### config.mk
export PLATFORM = sky130hd
export DESIGN_NAME = filter_frame_ctrl
export DESIGN_NICKNAME = d
export VERILOG_FILES = /design/src/rtl/filter_pkg.sv /design/src/rtl/filter_line_timer.sv /design/src/rtl/filter_frame_ctrl.sv
export SDC_FILE = /design/constraint.sdc
export NUM_CORES = 1
export LEC_CHECK = 0
export ABC_CLOCK_PERIOD_IN_PS = 7800
export CAP_MARGIN = 20
export CORE_ASPECT_RATIO = 0.9
export CORE_UTILIZATION = 55
export CTS_CLUSTER_DIAMETER = 200
export DETAILED_ROUTE_END_ITERATION = 6
export PLACE_DENSITY = 0.82
export SYNTH_ARGS = -nofsm -noshare
export SYNTH_HDL_FRONTEND = slang
export SYNTH_SLANG_ARGS = --single-unit
### constraint.sdc
create_clock -name clk -period 7.8 [get_ports clk]
set_clock_uncertainty 0.1 [all_clocks]
set_input_delay 1.56 -clock clk [delete_from_list [all_inputs] [get_ports clk]]
set_output_delay 1.56 -clock clk [all_outputs]
set_load 0.1 [all_outputs]
### src/rtl/filter_pkg.sv
// filter_pkg: shared controller state encoding and default frame geometry.
package filter_pkg;
    localparam int DEF_H_RES = 170;
    localparam int DEF_V_RES = 240;
    typedef enum logic [2:0] {IDLE, FEED, HBLANK, FLUSH, DRAIN, DONE} state_t;
endpackage

### src/rtl/filter_line_timer.sv
// filter_line_timer: column, blank and line counters with line-end and blank-end strobes.
module filter_line_timer #(
    parameter int H_RES   = 170,
    parameter int H_BLANK = 16,
    parameter int LINES   = 243
) (
    input  logic                         clk,
    input  logic                         reset,
    input  logic                         clr,
    input  logic                         act,
    input  logic                         blk,
    output logic [$clog2(H_RES+1)-1:0]   col,
    output logic [$clog2(LINES+1)-1:0]   line,
    output logic                         line_end,
    output logic                         blank_end
);
    localparam int CW = $clog2(H_RES+1);
    localparam int BW = $clog2(H_BLANK+1);
    logic [BW-1:0] bcnt;
    assign line_end  = act && col == CW'(H_RES-1);
    assign blank_end = blk && bcnt == BW'(H_BLANK-1);
    always_ff @(posedge clk or posedge reset) begin
        if (reset) begin
            col  <= '0;
            bcnt <= '0;
            line <= '0;
        end else if (clr) begin
            col  <= '0;
            bcnt <= '0;
            line <= '0;
        end else begin
            if (act) col <= line_end ? '0 : col + 1'b1;
            if (blk) bcnt <= blank_end ? '0 : bcnt + 1'b1;
            if (line_end) line <= line + 1'b1;
        end
    end
endmodule

### src/rtl/filter_frame_ctrl.sv
// filter_frame_ctrl: sequences one frame of reads, zero-filled flush lines and result writes.
// Macro FILTER_CTRL_TIMEOUT_EN adds a DRAIN timeout (TIMEOUT_CYC) that forces DONE and sets o_timeout.
module filter_frame_ctrl
    import filter_pkg::*;
#(
    parameter int H_RES       = DEF_H_RES,
    parameter int V_RES       = DEF_V_RES,
    parameter int H_BLANK     = 16,
    parameter int FLUSH_LINES = 3,
    parameter int ADDR_W      = 17
`ifdef FILTER_CTRL_TIMEOUT_EN
    , parameter int TIMEOUT_CYC = 4096
`endif
) (
    input  logic              clk,
    input  logic              reset,
    input  logic              i_start,
    output logic              o_busy,
    output logic              o_done,
    output logic              o_rd_en,
    output logic [ADDR_W-1:0] o_rd_addr,
    output logic              o_de,
    output logic              o_zero_fill,
    input  logic              i_f_de,
    output logic              o_wr_en,
    output logic [ADDR_W-1:0] o_wr_addr,
    output logic              o_timeout
);
    localparam int LINES = V_RES + FLUSH_LINES;
    localparam int TOTAL = H_RES * V_RES;
    localparam int OW    = $clog2(TOTAL+1);
    localparam int CW    = $clog2(H_RES+1);
    localparam int LW    = $clog2(LINES+1);
    state_t state, state_nx;
    logic [CW-1:0] col;
    logic [LW-1:0] line;
    logic [OW-1:0] ocnt;
    logic line_end, blank_end, run, reached, tmo_hit, de_q, zf_q;

    assign run     = state inside {FEED, HBLANK, FLUSH, DRAIN};
    assign reached = ocnt == OW'(TOTAL);

    // Flush lines reuse the HBLANK state for their gaps; the line count tells them apart.
    filter_line_timer #(.H_RES(H_RES), .H_BLANK(H_BLANK), .LINES(LINES)) u_timer (
        .clk       (clk),
        .reset     (reset),
        .clr       (state == IDLE),
        .act       (state == FEED || state == FLUSH),
        .blk       (state == HBLANK),
        .col       (col),
        .line      (line),
        .line_end  (line_end),
        .blank_end (blank_end)
    );

`ifdef FILTER_CTRL_TIMEOUT_EN
    localparam int TW = $clog2(TIMEOUT_CYC+1);
    logic [TW-1:0] tcnt;
    logic tmo;
    assign tmo_hit   = state == DRAIN && !reached && tcnt == TW'(TIMEOUT_CYC-1);
    assign o_timeout = tmo;
    always_ff @(posedge clk or posedge reset) begin
        if (reset) begin
            tcnt <= '0;
            tmo  <= 1'b0;
        end else begin
            tcnt <= state == DRAIN ? tcnt + 1'b1 : '0;
            if (state == IDLE && i_start) tmo <= 1'b0;
            else if (tmo_hit) tmo <= 1'b1;
        end
    end
`else
    assign tmo_hit   = 1'b0;
    assign o_timeout = 1'b0;
`endif

    always_ff @(posedge clk or posedge reset) begin
        if (reset) state <= IDLE;
        else state <= state_nx;
    end

    always_comb begin
        state_nx = state;
        case (state)
            IDLE:    if (i_start) state_nx = FEED;
            FEED:    if (line_end) state_nx = HBLANK;
            HBLANK:  if (blank_end) state_nx = line < LW'(V_RES) ? FEED : FLUSH;
            FLUSH:   if (line_end) state_nx = line == LW'(LINES-1) ? DRAIN : HBLANK;
            DRAIN:   if (reached || tmo_hit) state_nx = DONE;
            DONE:    state_nx = IDLE;
            default: state_nx = IDLE;
        endcase
    end

    always_comb begin
        o_busy      = run;
        o_done      = state == DONE;
        o_rd_en     = state == FEED;
        o_rd_addr   = o_rd_en ? ADDR_W'(line) * ADDR_W'(H_RES) + ADDR_W'(col) : '0;
        o_de        = de_q;
        o_zero_fill = zf_q;
        o_wr_en     = i_f_de && run && !reached;
        o_wr_addr   = o_wr_en ? ADDR_W'(ocnt) : '0;
    end

    // de/zero_fill lag the feed by one cycle to match the source buffer read latency.
    always_ff @(posedge clk or posedge reset) begin
        if (reset) begin
            de_q <= 1'b0;
            zf_q <= 1'b0;
            ocnt <= '0;
        end else begin
            de_q <= state == FEED || state == FLUSH;
            zf_q <= state == FLUSH;
            if (state == IDLE) ocnt <= '0;
            else if (o_wr_en) ocnt <= ocnt + 1'b1;
        end
    end
endmodule

==> impl_results.md, run 1 <==
- Final critical-path share of the clock period: 92.1%
- Resize count post-CTS: 0
- Detailed Route WL: 7780 um
- GRT Max-Usage Layer: met2
- Nets: 535
- EDFF count, synth: 0
- Hold_buf cts: 0
- Global-route wire length before repair: 12,900 um
- Core ar.: 0.00655 mm^2
- Largest net degree at the start of global routing: 43
- Synth-to-layout area growth: 16.3%
- DR WL/cell: 13.7 um
- Max_cap viols: 0
- Setup WS pre-CTS: 0.979 ns
- Initial Utilization: approximately 57%
- CTS Buffer Depth: 2
- Avg Vias per Cell: 5.54
- Finished Layout Cells: between 500 and 600
- Worst EP required: 6.14 ns
- Critical path's slowest cell: or4_4
- Num CTS Buffers: 5
- Cells after DPL: around 560
- Vias in the first global route: 2,838
- CP max stage delay: 0.54 ns
- Avg Cell Area, Syn: 8.56 um^2
- Placer Congestion: 0.856
- Gr usage total: about a quarter
- Hold endpoint: u_timer.bcnt[4]
- Fmax: 139 MHz
- Largest cells by area after synthesis: dfrtp_1, ha_1, xor2_1
- Critical setup path kind: register to output pin
- Via count: 3,144
- Remaining DRCs: 0
- Worst hold start: u_timer.bcnt[4]
- Cell taking the most area after synthesis: dfrtp_1
- Distinct cell type count of the synthesized netlist: 52
- Leakage: 0.00218 uW
- Post-CTS Repair Setup Buffers: 0
- Met3 Usage GRT: under 10%
- RSZ-0062 raised after global routing: no
- Reg2Reg Setup Slack: approximately 5.2 ns
- Relative slew slack: 34.6%
- Final Setup Violations: 0
- Final Hold Fails: 0
- Critical path launch point type: register
- CP max FO: 8
- DR pass1 iterations: 4
- Worst r2r dst: ocnt[3]
- Worst Path Arrival: ~5.5 ns
- Final min period: 7.19 ns
- Fin Setup TNS: 0 ns
- Total power: 578 uW
- Crit path cell chain: ha_1, fa_1, ha_1, inv_1, fa_1, inv_1, ha_1, or3b_1, o22ai_1, xor2_1, or4_4, or3_4, or4_1, a21oi_1, buf_4
- Share of cells above drive strength 1: roughly 4.6%
- Synth Instances: roughly 440
- Antenna violations before repair: 0
- Worst hold stages: 1
- Hold_ws: 0.426 ns
- Slew @ Worst Pin: 0.978 ns
- R2R Path Start: state[1]
- CTS tree: built
- ANT nets after route: 0
- Pwr/cell area: 133 mW/mm^2
- # diodes: 0
- Outcome: complete, no violations
- Detailed Place HPWL: 5970 um
- Top cell type's share of synthesized area: around 28%
- Final setup margin: 0.614 ns
- Clk Latency, worst-skew pair: about 0.30 ns
- Most frequent CP cell: ha_1
- GRT met2 Usage: 38.1%
- Max Transition Viols Final: 0
- Post-Syn Area: 0.00372 mm^2
- Die ar.: about 0.007 mm^2
- FF+latch count, synth: 42
- # IOs: 45
- Reg clk slew, reported paths: approximately 0.08 ns
- Num rows: 28
- Async SR Flop Fraction: 100%
- Chip Width: 88.7 um
- Crit path capture type: output pin
- Met1 usage: around a third
- Overflow after GRT: 0
- Port buffer count: between 40 and 50
- CTS Root Cell: clkbuf_8
- Die H: ~80 um
- Sink Count: between 40 and 50
- Peak supply drop: 0.0955 mV
- Post-synthesis sequential area ratio: 28.2%
- Worst Reg-to-Reg Cells: 7
- Worst hold path class: register to register
- H-tree Lvls: 2
- Total number of yosys warnings: 0
- Iter 0 DRT Violations: 143
- Synth Flop Type: dfrtp_1
where the power goes:
| group | switching, uW | total, uW | internal, uW |
|---|---|---|---|
| combinational | 106 | 149 | 42.3 |
| clock | 73.9 | 170 | 95.8 |
| sequential | 24.5 | 259 | 235 |
synthesized netlist by cell type, types with 2 or more instances:
| library cell | count |
|---|---|
| o31ai_1 | 3 |
| nand2b_1 | 3 |
| mux2i_1 | 3 |
| and2_1 | 25 |
| inv_1 | 31 |
| o21bai_1 | 3 |
| nand4_1 | 9 |
| xnor2_1 | 15 |
| buf_4 | 2 |
| ha_1 | 46 |
| nand3_1 | 14 |
| nand2_1 | 33 |
| nor4_1 | 2 |
| a21oi_1 | 15 |
| a211oi_1 | 3 |
| or3_1 | 4 |
| o21a_1 | 3 |
| o22ai_1 | 3 |
| o211ai_1 | 2 |
| and3_1 | 9 |
| or2_2 | 2 |
| a21o_1 | 4 |
| nor2_1 | 57 |
| xor2_1 | 25 |
| nor2b_1 | 4 |
| clkbuf_1 | 9 |
| o21ai_0 | 20 |
| dfrtp_1 | 42 |
| or4_1 | 2 |
| fa_1 | 9 |
| and4_1 | 2 |
| nor3_1 | 11 |
worst max-delay path, delay by kind of cell (launching register included):
family,cells,cell delay [ns]
XOR/XNOR,1,0.17
buffers and inverters,3,0.44
adder cells (fa/ha/maj),5,1.99
flip-flops,1,0.48
AO/OA/AOI/OAI,2,0.34
AND/OR/NAND/NOR,4,1.82
worst max-delay path by stage:
stage	startpoint	to	slack, ns	depth (start not counted)
after floorplan	u_timer.line[1]	o_rd_addr[15]	0.15	14
after global placement	u_timer.line[1]	o_rd_addr[15]	1.09	15
after CTS	u_timer.line[1]	o_rd_addr[15]	0.64	15
after detailed placement	u_timer.line[1]	o_rd_addr[15]	0.98	15
after global routing	u_timer.line[1]	o_rd_addr[15]	0.38	15
final	u_timer.line[1]	o_rd_addr[15]	0.61	15
cell usage in the layout, fill, tap and decap left out, types with 4 or more instances in the layout:
master / instances
a21o_1: 4
a21oi_1: 15
and2_1: 25
and3_1: 9
buf_4: 7
clkbuf_8: 5
clkdlybuf4s50_1: 37
dfrtp_1: 42
fa_1: 9
ha_1: 46
inv_1: 31
nand2_1: 33
nand3_1: 14
nand4_1: 9
nor2_1: 57
nor2b_1: 4
nor3_1: 10
o21ai_0: 20
or3_1: 4
xnor2_1: 15
xor2_1: 25
per-stage QoR:
step           utilization [%]  area, um^2
6_report                  66.1        4330
5_1_grt                   66.1        4330
4_1_cts                   66.1        4330
3_5_place_dp              64.5        4230
3_3_place_gp              64.5        4230
2_1_floorplan                -        3740
layer usage:
layer	routed length [um]	share of wire [%]	vias up
met1	3830	49	1513
met4	63	0.81	0
li1	-	-	1568
met2	3650	47	53
met3	237	3.0	10
met5	0	0	-
logic make-up (layout without fill, tap and decap cells):
kind of cell | after synthesis | after routing | share of synthesized area [%]
and+or+nand+nor | 185 | 185 | 25.2
other | 1 | 2 | 0.101
AOI/OAI and AO/OA | 67 | 67 | 11.5
xor gates and xnor gates | 40 | 40 | 9.41
muxes | 3 | 3 | 0.806
adders and majority gates | 55 | 55 | 20.3
DFF | 42 | 42 | 28.2
buffers and inverters | 42 | 83 | 4.44
flip-flops by register name, indices dropped and copies added (netlist names):
register      count
u_timer.col       8
u_timer.bcnt      5
state             3
o_de              1
u_timer.line      8
o_zero_fill       1
ocnt             16
area by class of cell:
cell class / instances / area (um^2)
multi-input cells: 352 / 2520
fillers: 546 / 2220
flip-flops and latches: 42 / 1050
repair buffers: 44 / 423
inverters: 31 / 116
well taps: 90 / 113
clock buffers: 7 / 76.3
clock inverters: 1 / 30.0
No activity file was read; power rests on OpenSTA's default activity.
==> inputs of run 2 (changes only) <==
--- a/config.mk
+++ b/config.mk
@@ -5,13 +5,13 @@
 export SDC_FILE = /design/constraint.sdc
 export NUM_CORES = 1
 export LEC_CHECK = 0
-export ABC_CLOCK_PERIOD_IN_PS = 7800
+export ABC_AREA = 1
 export CAP_MARGIN = 20
 export CORE_ASPECT_RATIO = 0.9
 export CORE_UTILIZATION = 55
 export CTS_CLUSTER_DIAMETER = 200
 export DETAILED_ROUTE_END_ITERATION = 6
-export PLACE_DENSITY = 0.82
+export PLACE_DENSITY = 0.81
 export SYNTH_ARGS = -nofsm -noshare
 export SYNTH_HDL_FRONTEND = slang
 export SYNTH_SLANG_ARGS = --single-unit
==> impl_results.md, run 2 <==
- Critical setup path kind: register to output pin
- # diodes: 0 (unchanged)
- Final critical-path share of the clock period: 91.4% (-0.76 points)
- Largest net degree at the start of global routing: 43 (unchanged)
- ANT nets after route: 0 (unchanged)
- Synth Instances: 550 (+26%)
- Post-synthesis sequential area ratio: 26.4% (-1.8 points)
- Share of cells above drive strength 1: 6.05% (+1.4 points)
- Critical path's slowest cell: clkdlybuf4s50_1
- H-tree Lvls: 2 (unchanged)
- Largest cells by area after synthesis: dfrtp_1, ha_1, nand2_1
- Global-route wire length before repair: 14,600 um (+13%)
- Leakage: 0.00230 uW (+5.8%)
- Fin util: 65.3% (-0.85 points)
- Crit path cell chain: ha_1, fa_1, ha_1, inv_1, fa_1, inv_1, ha_1, nand2_1, inv_1, nand2_1, nand3_1, nand2_1, nand2_1, nor2_2, nand3_1, o21ai_0, nand2_1, nor2_1, clkdlybuf4s50_1
- Final Setup Violations: 0 (unchanged)
- Distinct cell type count of the synthesized netlist: 44 (-15%)
- DR pass1 iterations: 5 (+1)
- Avg Cell Area, Syn: 7.23 um^2 (-16%)
- Placer Congestion: 0.862 (+0.65%)
- Detailed Route WL: 8760 um (+13%)
- Fin Setup TNS: 0 ns (unchanged)
- Slew @ Worst Pin: 0.971 ns (-0.00621 ns)
- Final Hold Fails: 0 (unchanged)
- Remaining DRCs: 0 (unchanged)
- Crit path capture type: output pin
- Worst Path Arrival: 5.47 ns (-0.06 ns)
- CP delay by family, top: adder cells
- CTS tree: built
- Die ar.: 0.00757 mm^2 (+6.6%)
- # IOs: 45 (unchanged)
- Relative slew slack: 35.0% (+0.42 points)
- Clk Latency, worst-skew pair: 0.30 ns (about the same)
- Biggest regs: ocnt x16, u_timer.col x8, u_timer.line x8
- Commonest cells in the netlist: nand2_1, inv_1, nor2_1, ha_1, dfrtp_1
- Antenna violations before repair: 0 (unchanged)
- Port buffer count: 42 (unchanged)
- Post-CTS Repair Setup Buffers: 0 (unchanged)
- Top-count cell post-synth: nand2_1
- Die H: 82.7 um (+3.3%)
- Max_cap viols: 0 (unchanged)
- Top reg by flops: ocnt
- Outcome: complete, no violations
- Total number of yosys warnings: 0 (unchanged)
- Worst hold path class: register to register
- Num rows: 29 (+3.6%)
- Core ar.: 0.00704 mm^2 (+7.4%)
- Nets: 653 (+22%)
- Vias in the first global route: 3,267 (+15%)
- CP max FO: 7 (-1)
- Sink Count: 42 (unchanged)
- Synth-to-layout area growth: 15.5%
- Async SR Flop Fraction: 100% (unchanged)
- Gr usage total: 23.9% (+0.55 points)
- Post-Syn Area: 0.00398 mm^2 (+6.8%)
- Commonest cells after routing, fill and taps aside: nand2_1, inv_1, nor2_1
- Worst EP required: 6.14 ns (about the same)
- Pwr/cell area: 239 mW/mm^2 (+79%)
- WP buf/inv: 4 (+1)
- Resize count post-CTS: 0 (unchanged)
- Chip Width: 91.6 um (+3.3%)
- Final min period: 7.13 ns (-0.0595 ns)
- Iter 0 DRT Violations: 284 (+99%)
- Reg clk slew, reported paths: 0.09 ns (about the same)
- Detailed Place HPWL: 6640 um (+11%)
- Fmax: 140 MHz (+0.83%)
- Initial Utilization: 56.5% (-0.35 points)
- Critical path launch point type: register
- RSZ-0062 raised after global routing: no
- Number of flip-flops in the largest register: 16 (unchanged)
- Most frequent CP cell: nand2_1
- CTS Root Cell: clkbuf_8
- Top cell type's share of synthesized area: 26.4% (-1.8 points)
- Max Transition Viols Final: 0 (unchanged)
- Peak supply drop: 0.230 mV (+140%)
- CTS Buffer Depth: 2 (unchanged)
- FF+latch count, synth: 42 (unchanged)
- Commonest non-fill, non-tap cell in the layout: nand2_1
- EDFF count, synth: 0 (unchanged)
- DR WL/cell: 12.7 um (-7.2%)
- CP max stage delay: 1.14 ns (+0.60 ns)
- Num CTS Buffers: 5 (unchanged)
- Via count: 3,713 (+18%)
- Avg Vias per Cell: 5.40 (-2.7%)
- Cell taking the most area after synthesis: dfrtp_1
- Hold_buf cts: 0 (unchanged)
- Overflow after GRT: 0 (unchanged)
- Hold_ws: 0.442 ns (+0.0158 ns)
- Synth Flop Type: dfrtp_1
run 2: logic make-up (layout without fill, tap and decap cells):
group,count (synthesis),in the layout,share of synthesized area (%)
flip-flops,42,42,26.4
AO/OA/AOI/OAI,72,72,10.0
adder cells (fa/ha/maj),55,55,19.0
AND/OR/NAND/NOR,268,268,30.4
XOR/XNOR,19,19,4.19
buffers and inverters,93,137,9.82
other,1,2,0.0943
run 2: routing by layer:
layer	share of wire, %	vias up	GRT usage (%)
met4	1.3	0	5.56
met5	0	-	0
met1	46	1740	32.3
met3	5.0	11	3.66
li1	-	1857	-
met2	48	105	40.6
run 2: layout make-up:
type / instances / area (um^2)
inverter: 86 / 323
sequential: 42 / 1050
clock inverter: 3 / 68.8
timing repair buffer: 43 / 428
tap: 93 / 116
multi-input combinational: 416 / 2540
clock buffer: 5 / 68.8
fill: 590 / 2440
run 2: final timing paths:
kind / cells past startpoint / from / slack, ns / endpoint
min in group asynchronous: 3 / reset / 1.60 / u_timer.bcnt[4]
min reg2reg: 1 / u_timer.bcnt[0] / 0.44 / u_timer.bcnt[0]
max reg2reg: 9 / state[2] / 5.65 / ocnt[4]
max: 19 / u_timer.line[1] / 0.67 / o_rd_addr[13]
max in group asynchronous: 3 / reset / 5.65 / ocnt[5]
min: 1 / u_timer.bcnt[0] / 0.44 / u_timer.bcnt[0]
run 2: worst register-to-register path: stages, from the launching register on:
cell     delay (ns)
dfrtp_1        0.42
nor2_2         0.20
nand2_1        0.15
nand3_1        0.14
and2_4         0.16
nand2_4        0.16
inv_1          0.23
nand2_1        0.13
o21ai_0        0.26
a21oi_1        0.09
run 2: per-stage QoR:
step / std cells / cell area (um^2) / worst slack (ns) / power (uW)
after CTS: 688 / 4590 / 0.720 / 1100
after global routing: 688 / 4590 / 0.317 / 1150
after floorplan: 551 / 3980 / 1.32 / 779
after detailed placement: 680 / 4460 / 1.06 / 886
final: 688 / 4590 / 0.674 / 1100
after global placement: 680 / 4460 / 1.18 / 874
run 2: where the power goes:
group,internal [uW],switching [uW],total (uW)
sequential,261,49.3,310
combinational,137,439,577
clock,128,82.0,210
total,526,571,1100
